**src/rtl/typedef_pkg.sv**
```systemverilog
// Shared types for the ROB completion arbiter: source encoding, branch payload
// and the modulo-3 round-robin step.
package typedef_pkg;

    localparam int unsigned ADDR_WIDTH   = 32;
    localparam int unsigned ROB_ID_WIDTH = 4;

    // Generic completion sources; the encoding doubles as the round-robin pointer value.
    typedef enum logic [1:0] {
        SRC_ALU   = 2'd0,
        SRC_LOAD  = 2'd1,
        SRC_STORE = 2'd2
    } CMPL_SRC_t;

    typedef struct packed {
        logic [ROB_ID_WIDTH-1:0] rob_id;
        logic                    mispredict;
        logic                    actual_taken;
        logic [ADDR_WIDTH-1:0]   actual_target;
        logic [ADDR_WIDTH-1:0]   update_pc;
    } BR_CMPL_t;

    // Next source in round-robin order; never yields 3.
    function automatic logic [1:0] rr_next(input logic [1:0] p);
        return (p == 2'd2) ? 2'd0 : p + 2'd1;
    endfunction

endpackage

```
**src/rtl/cmpl_hold_reg.sv**
```systemverilog
// One-entry valid/ready holding register. A grant frees the slot in the same
// cycle so a new payload can be loaded at the edge that retires the old one.
module cmpl_hold_reg #(
    parameter type T = logic
) (
    input  logic clk_i,
    input  logic rst_ni,
    input  logic flush_i,
    input  logic in_valid_i,
    input  T     in_data_i,
    output logic in_ready_o,
    input  logic grant_i,
    output logic held_valid_o,
    output T     held_data_o
);

    logic valid_q, valid_d;
    T     data_q, data_d;
    logic accept;

    // Ready when empty or draining this cycle; suppressed in reset and flush.
    always_comb begin
        in_ready_o = rst_ni && !flush_i && (!valid_q || grant_i);
        accept     = in_valid_i && in_ready_o;
        valid_d    = valid_q;
        data_d     = data_q;
        if (flush_i) begin
            valid_d = 1'b0;
        end else if (accept) begin
            valid_d = 1'b1;
            data_d  = in_data_i;
        end else if (grant_i) begin
            valid_d = 1'b0;
        end
    end

    // State update with synchronous active-low reset.
    always_ff @(posedge clk_i) begin
        if (!rst_ni) begin
            valid_q <= 1'b0;
            data_q  <= '0;
        end else begin
            valid_q <= valid_d;
            data_q  <= data_d;
        end
    end

    assign held_valid_o = valid_q;
    assign held_data_o  = data_q;

endmodule

```
**src/rtl/rob_completion_arbiter.sv**
```systemverilog
// Completion-side scheduler: four holding registers feeding two ROB completion
// ports. Branches own port 0; ALU/LOAD/STORE share the ports round-robin.
module rob_completion_arbiter #(
    parameter int unsigned ROB_WIDTH  = 4,
    parameter int unsigned ADDR_WIDTH = typedef_pkg::ADDR_WIDTH
) (
    input  logic                  clk,
    input  logic                  rst_n,
    input  logic                  flush,
    input  logic                  alu_cmpl_valid,
    input  logic [ROB_WIDTH-1:0]  alu_cmpl_rob_id,
    output logic                  alu_cmpl_ready,
    input  logic                  load_cmpl_valid,
    input  logic [ROB_WIDTH-1:0]  load_cmpl_rob_id,
    output logic                  load_cmpl_ready,
    input  logic                  store_cmpl_valid,
    input  logic [ROB_WIDTH-1:0]  store_cmpl_rob_id,
    output logic                  store_cmpl_ready,
    input  logic                  br_cmpl_valid,
    input  logic [ROB_WIDTH-1:0]  br_cmpl_rob_id,
    input  logic                  br_mispredict,
    input  logic                  br_actual_taken,
    input  logic [ADDR_WIDTH-1:0] br_actual_target,
    input  logic [ADDR_WIDTH-1:0] br_update_pc,
    output logic                  br_cmpl_ready,
    output logic                  rob_cmpl0_valid,
    output logic                  rob_cmpl0_is_branch,
    output logic [ROB_WIDTH-1:0]  rob_cmpl0_rob_id,
    output logic                  rob_br_mispredict,
    output logic                  rob_br_actual_taken,
    output logic [ADDR_WIDTH-1:0] rob_br_actual_target,
    output logic [ADDR_WIDTH-1:0] rob_br_update_pc,
    output logic                  rob_cmpl1_valid,
    output logic [ROB_WIDTH-1:0]  rob_cmpl1_rob_id
);

    import typedef_pkg::*;

    logic [1:0]           rr_q, rr_d;
    logic [2:0]           gen_v;
    logic [2:0]           gen_grant;
    logic [ROB_WIDTH-1:0] gen_id [3];
    logic                 br_v;
    logic                 br_grant;
    BR_CMPL_t             br_in, br_q;

    logic                 active;
    logic                 found0, found1;
    CMPL_SRC_t            first_src, second_src;
    logic                 p0_gen, p1_gen;
    CMPL_SRC_t            p0_src, p1_src;

    assign active = rst_n && !flush;

    assign br_in = '{rob_id:        br_cmpl_rob_id,
                     mispredict:    br_mispredict,
                     actual_taken:  br_actual_taken,
                     actual_target: br_actual_target,
                     update_pc:     br_update_pc};

    cmpl_hold_reg #(.T(logic [ROB_WIDTH-1:0])) u_hold_alu (
        .clk_i        (clk),
        .rst_ni       (rst_n),
        .flush_i      (flush),
        .in_valid_i   (alu_cmpl_valid),
        .in_data_i    (alu_cmpl_rob_id),
        .in_ready_o   (alu_cmpl_ready),
        .grant_i      (gen_grant[0]),
        .held_valid_o (gen_v[0]),
        .held_data_o  (gen_id[0])
    );

    cmpl_hold_reg #(.T(logic [ROB_WIDTH-1:0])) u_hold_load (
        .clk_i        (clk),
        .rst_ni       (rst_n),
        .flush_i      (flush),
        .in_valid_i   (load_cmpl_valid),
        .in_data_i    (load_cmpl_rob_id),
        .in_ready_o   (load_cmpl_ready),
        .grant_i      (gen_grant[1]),
        .held_valid_o (gen_v[1]),
        .held_data_o  (gen_id[1])
    );

    cmpl_hold_reg #(.T(logic [ROB_WIDTH-1:0])) u_hold_store (
        .clk_i        (clk),
        .rst_ni       (rst_n),
        .flush_i      (flush),
        .in_valid_i   (store_cmpl_valid),
        .in_data_i    (store_cmpl_rob_id),
        .in_ready_o   (store_cmpl_ready),
        .grant_i      (gen_grant[2]),
        .held_valid_o (gen_v[2]),
        .held_data_o  (gen_id[2])
    );

    cmpl_hold_reg #(.T(BR_CMPL_t)) u_hold_br (
        .clk_i        (clk),
        .rst_ni       (rst_n),
        .flush_i      (flush),
        .in_valid_i   (br_cmpl_valid),
        .in_data_i    (br_in),
        .in_ready_o   (br_cmpl_ready),
        .grant_i      (br_grant),
        .held_valid_o (br_v),
        .held_data_o  (br_q)
    );

    // Scan generic sources from rr_q and keep the first two that are valid.
    always_comb begin
        logic [1:0] idx;
        found0     = 1'b0;
        found1     = 1'b0;
        first_src  = SRC_ALU;
        second_src = SRC_ALU;
        idx        = rr_q;
        for (int k = 0; k < 3; k++) begin
            if (gen_v[idx]) begin
                if (!found0) begin
                    found0    = 1'b1;
                    first_src = CMPL_SRC_t'(idx);
                end else if (!found1) begin
                    found1     = 1'b1;
                    second_src = CMPL_SRC_t'(idx);
                end
            end
            idx = rr_next(idx);
        end
    end

    // Port assignment, grants and round-robin advance. A held branch pushes the
    // first generic pick onto port 1, so only one generic goes out that cycle.
    always_comb begin
        br_grant  = 1'b0;
        gen_grant = 3'b000;
        p0_gen    = 1'b0;
        p1_gen    = 1'b0;
        p0_src    = SRC_ALU;
        p1_src    = SRC_ALU;
        rr_d      = rr_q;
        if (flush) begin
            rr_d = 2'd0;
        end else if (active) begin
            if (br_v) begin
                br_grant = 1'b1;
                if (found0) begin
                    p1_gen = 1'b1;
                    p1_src = first_src;
                end
            end else if (found0) begin
                p0_gen = 1'b1;
                p0_src = first_src;
                if (found1) begin
                    p1_gen = 1'b1;
                    p1_src = second_src;
                end
            end
            if (p0_gen) gen_grant[p0_src] = 1'b1;
            if (p1_gen) gen_grant[p1_src] = 1'b1;
            // The last generic in search order decides where the next scan starts.
            if (p1_gen)      rr_d = rr_next(p1_src);
            else if (p0_gen) rr_d = rr_next(p0_src);
        end
    end

    // ROB-facing outputs, all zero unless something is granted.
    always_comb begin
        rob_cmpl0_valid      = br_grant || p0_gen;
        rob_cmpl0_is_branch  = br_grant;
        rob_cmpl0_rob_id     = '0;
        rob_br_mispredict    = 1'b0;
        rob_br_actual_taken  = 1'b0;
        rob_br_actual_target = '0;
        rob_br_update_pc     = '0;
        rob_cmpl1_valid      = p1_gen;
        rob_cmpl1_rob_id     = '0;
        if (br_grant) begin
            rob_cmpl0_rob_id     = br_q.rob_id;
            rob_br_mispredict    = br_q.mispredict;
            rob_br_actual_taken  = br_q.actual_taken;
            rob_br_actual_target = br_q.actual_target;
            rob_br_update_pc     = br_q.update_pc;
        end else if (p0_gen) begin
            rob_cmpl0_rob_id = gen_id[p0_src];
        end
        if (p1_gen) rob_cmpl1_rob_id = gen_id[p1_src];
    end

    // Round-robin pointer with synchronous active-low reset.
    always_ff @(posedge clk) begin
        if (!rst_n) rr_q <= 2'd0;
        else        rr_q <= rr_d;
    end

endmodule
```
**config.mk**
```make
export PLATFORM = sky130hd
export DESIGN_NAME = rob_completion_arbiter
export DESIGN_NICKNAME = d
export VERILOG_FILES = /design/src/rtl/typedef_pkg.sv /design/src/rtl/cmpl_hold_reg.sv /design/src/rtl/rob_completion_arbiter.sv
export SDC_FILE = /design/constraint.sdc
export NUM_CORES = 1
export LEC_CHECK = 0
export ABC_AREA = 1
export BUFFER_PORTS_ARGS = -buffer_cell sky130_fd_sc_hd__buf_2
export CAP_MARGIN = 10
export CELL_PAD_IN_SITES_DETAIL_PLACEMENT = 0
export CELL_PAD_IN_SITES_GLOBAL_PLACEMENT = 1
export CORE_ASPECT_RATIO = 0.8
export CORE_MARGIN = 2
export CORE_UTILIZATION = 33
export DETAILED_ROUTE_END_ITERATION = 8
export PLACE_DENSITY = 0.86
export REMOVE_ABC_BUFFERS = 1
export SYNTH_ARGS = -nofsm -noshare
export SYNTH_HDL_FRONTEND = slang
export SYNTH_SLANG_ARGS = --single-unit
```
**constraint.sdc**
```tcl
create_clock -name clk -period 2.3 [get_ports clk]
set_clock_uncertainty 0.05 [all_clocks]
set_input_delay 0.46 -clock clk [delete_from_list [all_inputs] [get_ports clk]]
set_output_delay 0.46 -clock clk [all_outputs]
set_load 0.01 [all_outputs]
```
# Yosys cells after proc, flatten, opt, wreduce, memory -nomap -nowiden
# Cells that the tools add are included.
[word_totals] reg_bits=88
[classes] reduce_logical=32 bitwise=5 eq_ne=4 mux=89 order_cmp=9 add_sub_neg=4
[op_table] op="$mux 32" count=2
[op_table] op="$mux 2" count=29
[op_table] op="$mux 1" count=38
[op_table] op="$mux 4" count=7
[op_table] op="$mux 3" count=6
[op_table] op="$bmux 4 s2" count=2
[op_table] op="$lt 2x3->1 const B" count=5
[op_table] op="$logic_and 1x1->1" count=11
[op_table] op="$reduce_and 2->1" count=5
[op_table] op="$reduce_bool 2->1" count=5
[op_table] op="$add 2x1->2 const B" count=4
[op_table] op="$eq 2x2->1 const B" count=4
[op_table] op="$bmux 1 s2" count=3
[op_table] op="$ge 3x3->1 const B" count=2
[op_table] op="$not 2->3" count=2
[op_table] op="$logic_not 1->1" count=5
[op_table] op="$logic_or 1x1->1" count=5
[op_table] op="$demux 1 s2" count=2
[op_table] op="$ge 2x1->1 const B" count=2
[op_table] op="$or 3x3->3" count=1
[op_table] op="$not 1->1" count=2
[op_table] op="$reduce_or 2->1" count=1

# Longest topological paths before layout
# Gate-level depths: netlist (run 1).
[logic_depth] word_depth=26 ltp_mapped=17 mapped_depth_nobuf=16

# Cells and area by module
# From an unflattened synthesis (run 1), not the netlist that was laid out.
[hier_totals] hier_cells=1030 area_unflattened_um2=5851.9
[by_module_without_submodules] mod="cmpl_hold_reg (u_hold_br)" cells_per_inst=606 area_per_inst_um2=3639.7 seq_area_each_um2=1421.4 instances=1
[by_module_without_submodules] mod="rob_completion_arbiter" cells_per_inst=301 area_per_inst_um2=1420.1 seq_area_each_um2=40.0 instances=1
[by_module_without_submodules] mod="cmpl_hold_reg (u_hold_alu ...)" cells_per_inst=41 area_per_inst_um2=264.0 seq_area_each_um2=100.1 instances=3

# Worst setup path before layout (run 1)
# No wires, ideal clock.
[synth_path] path_type="reg-to-output" start="register rr_q[1]" end="output port rob_cmpl1_rob_id[0]" path_buffers=1 slack_ps=99 path_stages_with_launch=13 arrival_time_ps=1691 cell_sequence="dfxtp_1 -> buf_4 -> nor2_4 -> nand2_1 -> nand2_1 -> nor2_4 -> nand2_1 -> nand3_1 -> nand3_2 -> nand3_2 -> inv_1 -> o21ai_0 -> a211oi_1"
[synth_via] elab_chain_cells=20 elab_cells_between_ends=50 cone_classes="add/sub (2); eq/ne (2); mux (45); bitwise (1)"
[synth_lines] element="from (decl)" line="rob_completion_arbiter.sv:39" rtl="logic [1:0] rr_q, rr_d;"
[synth_lines] element="from (signal assigned)" line="rob_completion_arbiter.sv:192" rtl="else rr_q <= rr_d;"
[synth_lines] element="parallel branches: the longest is 19 deep, another holds $add 2x1->2"
[synth_lines] element="$mux 4 (*)" line="rob_completion_arbiter.sv:186" rtl="if (p1_gen) rob_cmpl1_rob_id = gen_id[p1_src];"
[synth_lines] element="to (decl)" line="rob_completion_arbiter.sv:34" rtl="output logic [ROB_WIDTH-1:0] rob_cmpl1_rob_id"
# Every way passes the cells marked *. The select of a mux whose other input is x is not followed.

# Worst setup path after layout (run 1)
[layout_path] start="register u_hold_store.valid_q, in the netlist u_hold_store.held_valid_o" end="output port rob_cmpl1_rob_id[3]"
[layout_via] elab_chain_cells=20 elab_cells_between_ends=44 cone_classes="mux (43); bitwise (1)"
[layout_lines] element="from (decl)" line="cmpl_hold_reg.sv:17" rtl="logic valid_q, valid_d;"
[layout_lines] element="from (signal assigned)" line="cmpl_hold_reg.sv:43" rtl="valid_q <= valid_d;"
[layout_lines] element="$bmux 1 s2" line="rob_completion_arbiter.sv:118" rtl="if (gen_v[idx]) begin"
[layout_lines] element="$mux 1 (implied by the code)" line="rob_completion_arbiter.sv:118"
[layout_lines] element="$mux 1" line="rob_completion_arbiter.sv:118"
[layout_lines] element="$mux 2 / $mux 1 (equally long branches)" line="rob_completion_arbiter.sv:119" rtl="if (!found0) begin"
[layout_lines] element="$mux 2 / $mux 1 (equally long branches)" line="rob_completion_arbiter.sv:118"
[layout_lines] element="$mux 2" line="rob_completion_arbiter.sv:122" rtl="end else if (!found1) begin"
[layout_lines] element="$mux 2" line="rob_completion_arbiter.sv:119"
[layout_lines] element="$mux 2" line="rob_completion_arbiter.sv:118"
[layout_lines] element="[... 3 more ...]"
[layout_lines] element="$mux 2" line="rob_completion_arbiter.sv:143" rtl="end else if (active) begin"
[layout_lines] element="$mux 2" line="rob_completion_arbiter.sv:141" rtl="if (flush) begin"
[layout_lines] element="$mux 2" line="rob_completion_arbiter.sv:143"
[layout_lines] element="$mux 2" line="rob_completion_arbiter.sv:141"
[layout_lines] element="$not 2->3 (implied by the code)" line="rob_completion_arbiter.sv:186"
[layout_lines] element="$bmux 4 s2" line="rob_completion_arbiter.sv:186"
[layout_lines] element="$mux 4 (implied by the code) (2 in a row)" line="rob_completion_arbiter.sv:186"
[layout_lines] element="$mux 4 (*)" line="rob_completion_arbiter.sv:186"
# Every way passes the cells marked *; elsewhere a longest branch is shown, timed or not. The select of a mux whose other input is x is not followed.

==> results.toml, run 1 <==
[status]
status = "finished, violations left"
violations = "negative setup slack"

[route]
drc = 0
vias = 4496
vias_per_cell = 4.621
totalWireLength_mm = 12.35
drt_iter0_drc = 237
wire_per_inst_um = 12.69
dr.pass1.iters = 4
ant_nets = 0

[synthesis]
syn_area_mm2 = 0.004242
synth.top_cell.area_share_pct = 41.53
seq_area_frac_synth_pct = 41.53
synth_area_leader_cell = "dfxtp_1"
synth.distinct_cells = 29
synth_seq_cells = 88
ys_warn_count = 0
synth_area_leaders = "dfxtp_1 42%, o31ai_1 13%, nand2_1 12%"
synthCells = 597
postSynthAreaPerCell_um2 = 7.105

[worst_setup_path]
arrival_ns = 2.03
cp_slowest_cell = "dfxtp_4"
cp_max_fo = 8
cp_cell_sequence = "inv_2 -> nand3_4 -> nand3_4 -> buf_6 -> nand3_4 -> nand2_4 -> nand2_2 -> nand2_4 -> nand2_8 -> o21ai_2 -> a21oi_1 -> nor3_1 -> buf_2"
ff2ff_path_depth = 14
reg2reg_slack_ns = 0.19
endpoint_kind = "output port"
max_stage_delay_ns = 0.37
cp.required_ns = 1.79
reg2reg_from = "rr_q[0]"
start_kind = "flip-flop"
r2r_end = "u_hold_load.held_data_o[2]"
path_class = "flip-flop to output port"
crit_family = "simple AND/OR/NAND/NOR gates"
crit_buf_inv = 3
crit_top_cell = "nand3_4"

[sta]
rsz0062_at_grt = "yes"
finalSetupViolCount = 12
fmax_ghz = 0.3929
max_slew_margin_pct = 40.48
fin_crit_sh_pct = 110.6
tns_ns = -1.971
slew_viol_final = 0
hold_ws_ns = 0.2703
hold_violations = 0
worst_pin_slew_ns = 0.8928
setup_slack_ns = -0.2449
fin_crit_ns = 2.545

[min_path]
min_from = "br_actual_target[27]"
hold_depth = 3
hold_end = "u_hold_br.held_data_o[59]"
hp-class = "input pin to flip-flop"

[global_routing]
antenna_found_initial = 0
globalRoute.totalOverflow = 0
grt_max_degree = 79
grt_first_pass_wirelength_mm = 18.91
grt_pass1_vias = 4029
track_usage_pct = 17.15

[final_layout]
mostFrequentLayoutCell = "buf_2"
syn2layout_area_growth_pct = 48.26
drive_above_1_share_pct = 39.97
final_cell_mix = "167 x buf_2, 109 x nand2_1, 87 x inv_1"
fillCellCount = 1292
layout.nets = 882
n_antenna_cell = 0
final_area_mm2 = 0.006289

[power_and_ir_drop]
peakVddDrop_v = 0.0003327
powerDensity_mw_per_mm2 = 589.2
total_leakage_power_nw = 2.824

[run]
max_cap_violations = 0

[placement]
gp_routability_congestion = 0.8314
port_buffers = 169
hpwl_mm = 8.466
placed_area_mm2 = 0.005464

[cts]
cts_buffer_depth = 2
cts_tree = "done"
cts-root-buf = "clkbuf_16"
numCtsBuffers = 9
htreeDepth = 3
cts.sinks = 88
clk_latency_ns = 0.33
clkTransAtPathRegs_ns = 0.07

[die]
core_mm2 = 0.01268
start_util_pct = 33.44
die_w_um = 130.8
fp-row-count = 37
io_pins = 170
die_area_mm2 = 0.01378
die_height_um = 105.4
[layout make-up]
cell class	instances	area [um^2]	share of cell area [%]
repair buffers	219	1360	21.63
flip-flops and latches	88	1782	28.33
inverters	101	392.9	6.248
clock buffers	11	242.7	3.860
clock inverters	5	63.81	1.015
multi-input cells	374	2228	35.44
well taps	175	219.0	3.482
[routing by layer]
| layer | routed length [um] | vias up | GRT usage, % |
|---|---|---|---|
| li1 | - | 2313 | - |
| met1 | 5599 | 1992 | 23.25 |
| met2 | 5504 | 165 | 25.82 |
| met3 | 880 | 26 | 5.076 |
| met4 | 366 | 0 | 6.155 |
| met5 | 0 | - | 0 |
[worst min-delay path, delay by kind of cell]
family	cells	cell delay (ns)
simple gates	1	0.04
compound gates	1	0.05
buf+inv	1	0.07
[stage by stage]
step / utilization [%] / std cells / setup WS [ns] / total power [mW]
floorplan: - / 563 / -4.366 / 1.929
global placement: 43.08 / 936 / -0.04807 / 2.125
detailed placement: 43.08 / 936 / -0.04485 / 2.127
CTS: 47.22 / 963 / -0.2297 / 3.694
global route: 49.58 / 973 / -0.3711 / 3.892
finish: 49.58 / 973 / -0.2449 / 3.705
[where the power goes]
| group | switching [mW] | leakage, nW | internal [mW] |
|---|---|---|---|
| clock network | 0.622 | 0.146 | 0.880 |
| registers | 0.0365 | 0.724 | 1.60 |
| logic | 0.317 | 1.95 | 0.248 |
| total | 0.975 | 2.82 | 2.73 |
[cell usage after synthesis]
cell and instances:
a211oi_1 1, a21oi_1 19, a21oi_4 1, a31oi_1 1, a31oi_4 2, buf_2 10, buf_4 4, clkbuf_1 20
dfxtp_1 88, inv_1 91, inv_2 9, inv_4 1, nand2_1 130, nand2_2 1, nand2_4 3, nand3_1 25
nand3_2 9, nand3_4 1, nand4_1 1, nor2_1 82, nor2_2 3, nor2_4 2, nor3_1 2, o2111ai_1 1
o211ai_1 4, o21ai_0 12, o21ai_1 1, o22ai_1 2, o31ai_1 71
[cell families after synthesis]
logic type / after synthesis / share of synthesized area, %
AND/OR/NAND/NOR: 259 / 26.55
AO/OA/AOI/OAI: 115 / 19.26
flip-flops: 88 / 41.53
buffers and inverters: 135 / 12.65
[registers in the layout (all words and copies together), names as in the netlist]
signal	flops
rr_q	2
u_hold_alu.held_data_o	4
u_hold_alu.held_valid_o	1
u_hold_br.held_data_o	70
u_hold_br.held_valid_o	1
u_hold_load.held_data_o	4
u_hold_load.held_valid_o	1
u_hold_store.held_data_o	4
u_hold_store.held_valid_o	1
[how the worst max path moves through the flow]
stage	startpoint	end	slack, ns	depth (start not counted)
floorplan	rst_n	u_hold_br.held_valid_o	-4.37	4
global placement	rr_q[0]	rob_cmpl1_rob_id[1]	-0.05	15
detailed placement	rr_q[0]	rob_cmpl1_rob_id[0]	-0.04	13
CTS	rr_q[0]	alu_cmpl_ready	-0.23	14
global route	rr_q[1]	rob_cmpl1_rob_id[0]	-0.37	11
finish	u_hold_store.held_valid_o	rob_cmpl1_rob_id[3]	-0.24	13
[what timing repair did]
item                       4_1_cts  5_1_grt
gates resized for setup         47       52
setup endpoints to repair       12       79
hold buffers                     0        0
cloned                           0        0
setup buffers                   11       11
pin swaps                       21       24
Note: power is estimated with default switching activity, not from simulation.
==> run 2, diff against run 1 <==
- CORE_UTILIZATION: 33 -> 30
- PLACE_DENSITY: 0.86 -> 0.83
- clock period: 2.3 -> 2.2 ns (I/O delays scaled with it)
==> run 2 against run 1 <==
The run still ends with negative setup slack left; combinational power is 0.9% higher; hold slack got worse by 0.020 ns; count of clock-buffer cells in the layout unchanged; final cell count grew 1.0%; largest cell class unchanged.
==> results.toml, run 2 (synthesized netlist as in run 1, its figures left out) <==
[global_routing]
grt_pass1_vias = 4115
antenna_found_initial = 0
grt_first_pass_wirelength_mm = 19.59
globalRoute.totalOverflow = 0
grt_max_degree = 79
track_usage_pct = 16.33

[final_layout]
mostFrequentLayoutCell = "buf_2"
n_antenna_cell = 0
fillCellCount = 1414
drive_above_1_share_pct = 39.98
final_cell_mix = "166 x buf_2, 112 x nand2_1, 87 x inv_1"
largest_reg_flops = 70
layout.nets = 887
final_area_mm2 = 0.006191
syn2layout_area_growth_pct = 45.96

[power_and_ir_drop]
total_power_mw = 3.789
peakVddDrop_v = 0.0003211
powerDensity_mw_per_mm2 = 612.1
total_leakage_power_nw = 2.838

[worst_setup_path]
start_kind = "flip-flop"
arrival_ns = 2.02
ff2ff_path_depth = 14
endpoint_kind = "output port"
cp_max_fo = 6
path_class = "flip-flop to output port"
cp.required_ns = 1.71

[min_path]
hold_depth = 3
hp-class = "input pin to flip-flop"

[cts]
numCtsBuffers = 9
htreeDepth = 3
cts_tree = "done"
cts.sinks = 88
clkTransAtPathRegs_ns = 0.07
clk_latency_ns = 0.33
cts-root-buf = "clkbuf_16"
cts_buffer_depth = 2

[sta]
fmax_ghz = 0.3987
fin_crit_sh_pct = 114.0
hold_ws_ns = 0.2506
finalSetupViolCount = 13
tns_ns = -2.781
worst_pin_slew_ns = 0.9371
fin_crit_ns = 2.508
rsz0062_at_grt = "yes"
max_slew_margin_pct = 37.53
setup_slack_ns = -0.3081
hold_violations = 0
slew_viol_final = 0

[placement]
hpwl_mm = 8.736
placed_area_mm2 = 0.005558
port_buffers = 169
gp_routability_congestion = 0.8867

[run]
max_cap_violations = 0

[route]
vias_per_cell = 4.504
drt_iter0_drc = 199
vias = 4427
ant_nets = 0
wire_per_inst_um = 12.48
dr.pass1.iters = 4
totalWireLength_mm = 12.27
drc = 0

[status]
status = "finished, violations left"
violations = "negative setup slack"

[die]
io_pins = 170
fp-row-count = 38
die_w_um = 136.9
start_util_pct = 30.98
core_mm2 = 0.01369
die_area_mm2 = 0.01511
die_height_um = 110.4
-- run 2: cell types whose count changed in the layout (fill, tap and decap cells not counted), sizes merged --
cell	before	now
bufinv	1	0
inv	101	105
clkinvlp	2	0
buf	219	224
clkinv	2	1
-- run 2: metal layers --
metal	vias to the layer above	share of wire (%)	global-route usage, %
li1	2324	-	-
met4	0	0.82	3.240
met1	1942	49	22.54
met2	151	42	25.41
met5	-	0	0
met3	10	8.7	4.755
-- run 2: power breakdown --
part | total, mW | leakage (nW) | internal, mW | switching, mW
clock network | 1.51 | 0.148 | 0.846 | 0.661
registers | 1.71 | 0.724 | 1.68 | 0.0361
logic | 0.570 | 1.97 | 0.252 | 0.318
-- run 2: final cells by class --
type,count,area (um^2),area share [%]
Multi-Input combinational cell,374,2137,34.52
Clock buffer,11,252.7,4.082
Sequential cell,88,1777,28.70
Timing Repair Buffer,224,1366,22.07
Clock inverter,5,43.79,0.7074
Tap cell,180,225.2,3.638
Inverter,101,389.1,6.285
-- run 2: metrics by stage --
stage	cells	worst slack (ns)	util [%]
global route	983	-0.4298	45.21
CTS	980	-0.3074	44.33
floorplan	563	-4.446	-
detailed placement	956	-0.09160	40.59
finish	983	-0.3081	45.21
global placement	956	-0.08159	40.59
-- run 2: worst max-delay path: stages (launching register included) --
cell and delay [ns]:
dfxtp_4 0.38, buf_4 0.14, nand2_1 0.12, nand3_4 0.11, nor2_2 0.10, nand3_2 0.09
nand3_4 0.08, nand3_4 0.11, inv_2 0.10, o21ai_1 0.06, a211oi_1 0.22, buf_2 0.17
-- run 2: worst paths after layout --
path | start | endpoint | slack [ns]
hold reg to reg | u_hold_br.held_data_o[68] | u_hold_br.held_data_o[68] | 0.42
setup reg to reg | rr_q[1] | u_hold_load.held_data_o[3] | 0.12
hold / removal | br_actual_target[3] | u_hold_br.held_data_o[35] | 0.25
setup / recovery | rr_q[1] | rob_cmpl1_rob_id[0] | -0.31
-- run 2: timing repair --
action                                 4_1_cts  5_1_grt
buffers inserted                             8        3
cloned                                       0        0
setup endpoints to repair                   56       26
hold buffers                                 0        0
endpoints found under the hold margin        0        0
gates resized for setup                     51       27
pin swaps                                   17       17
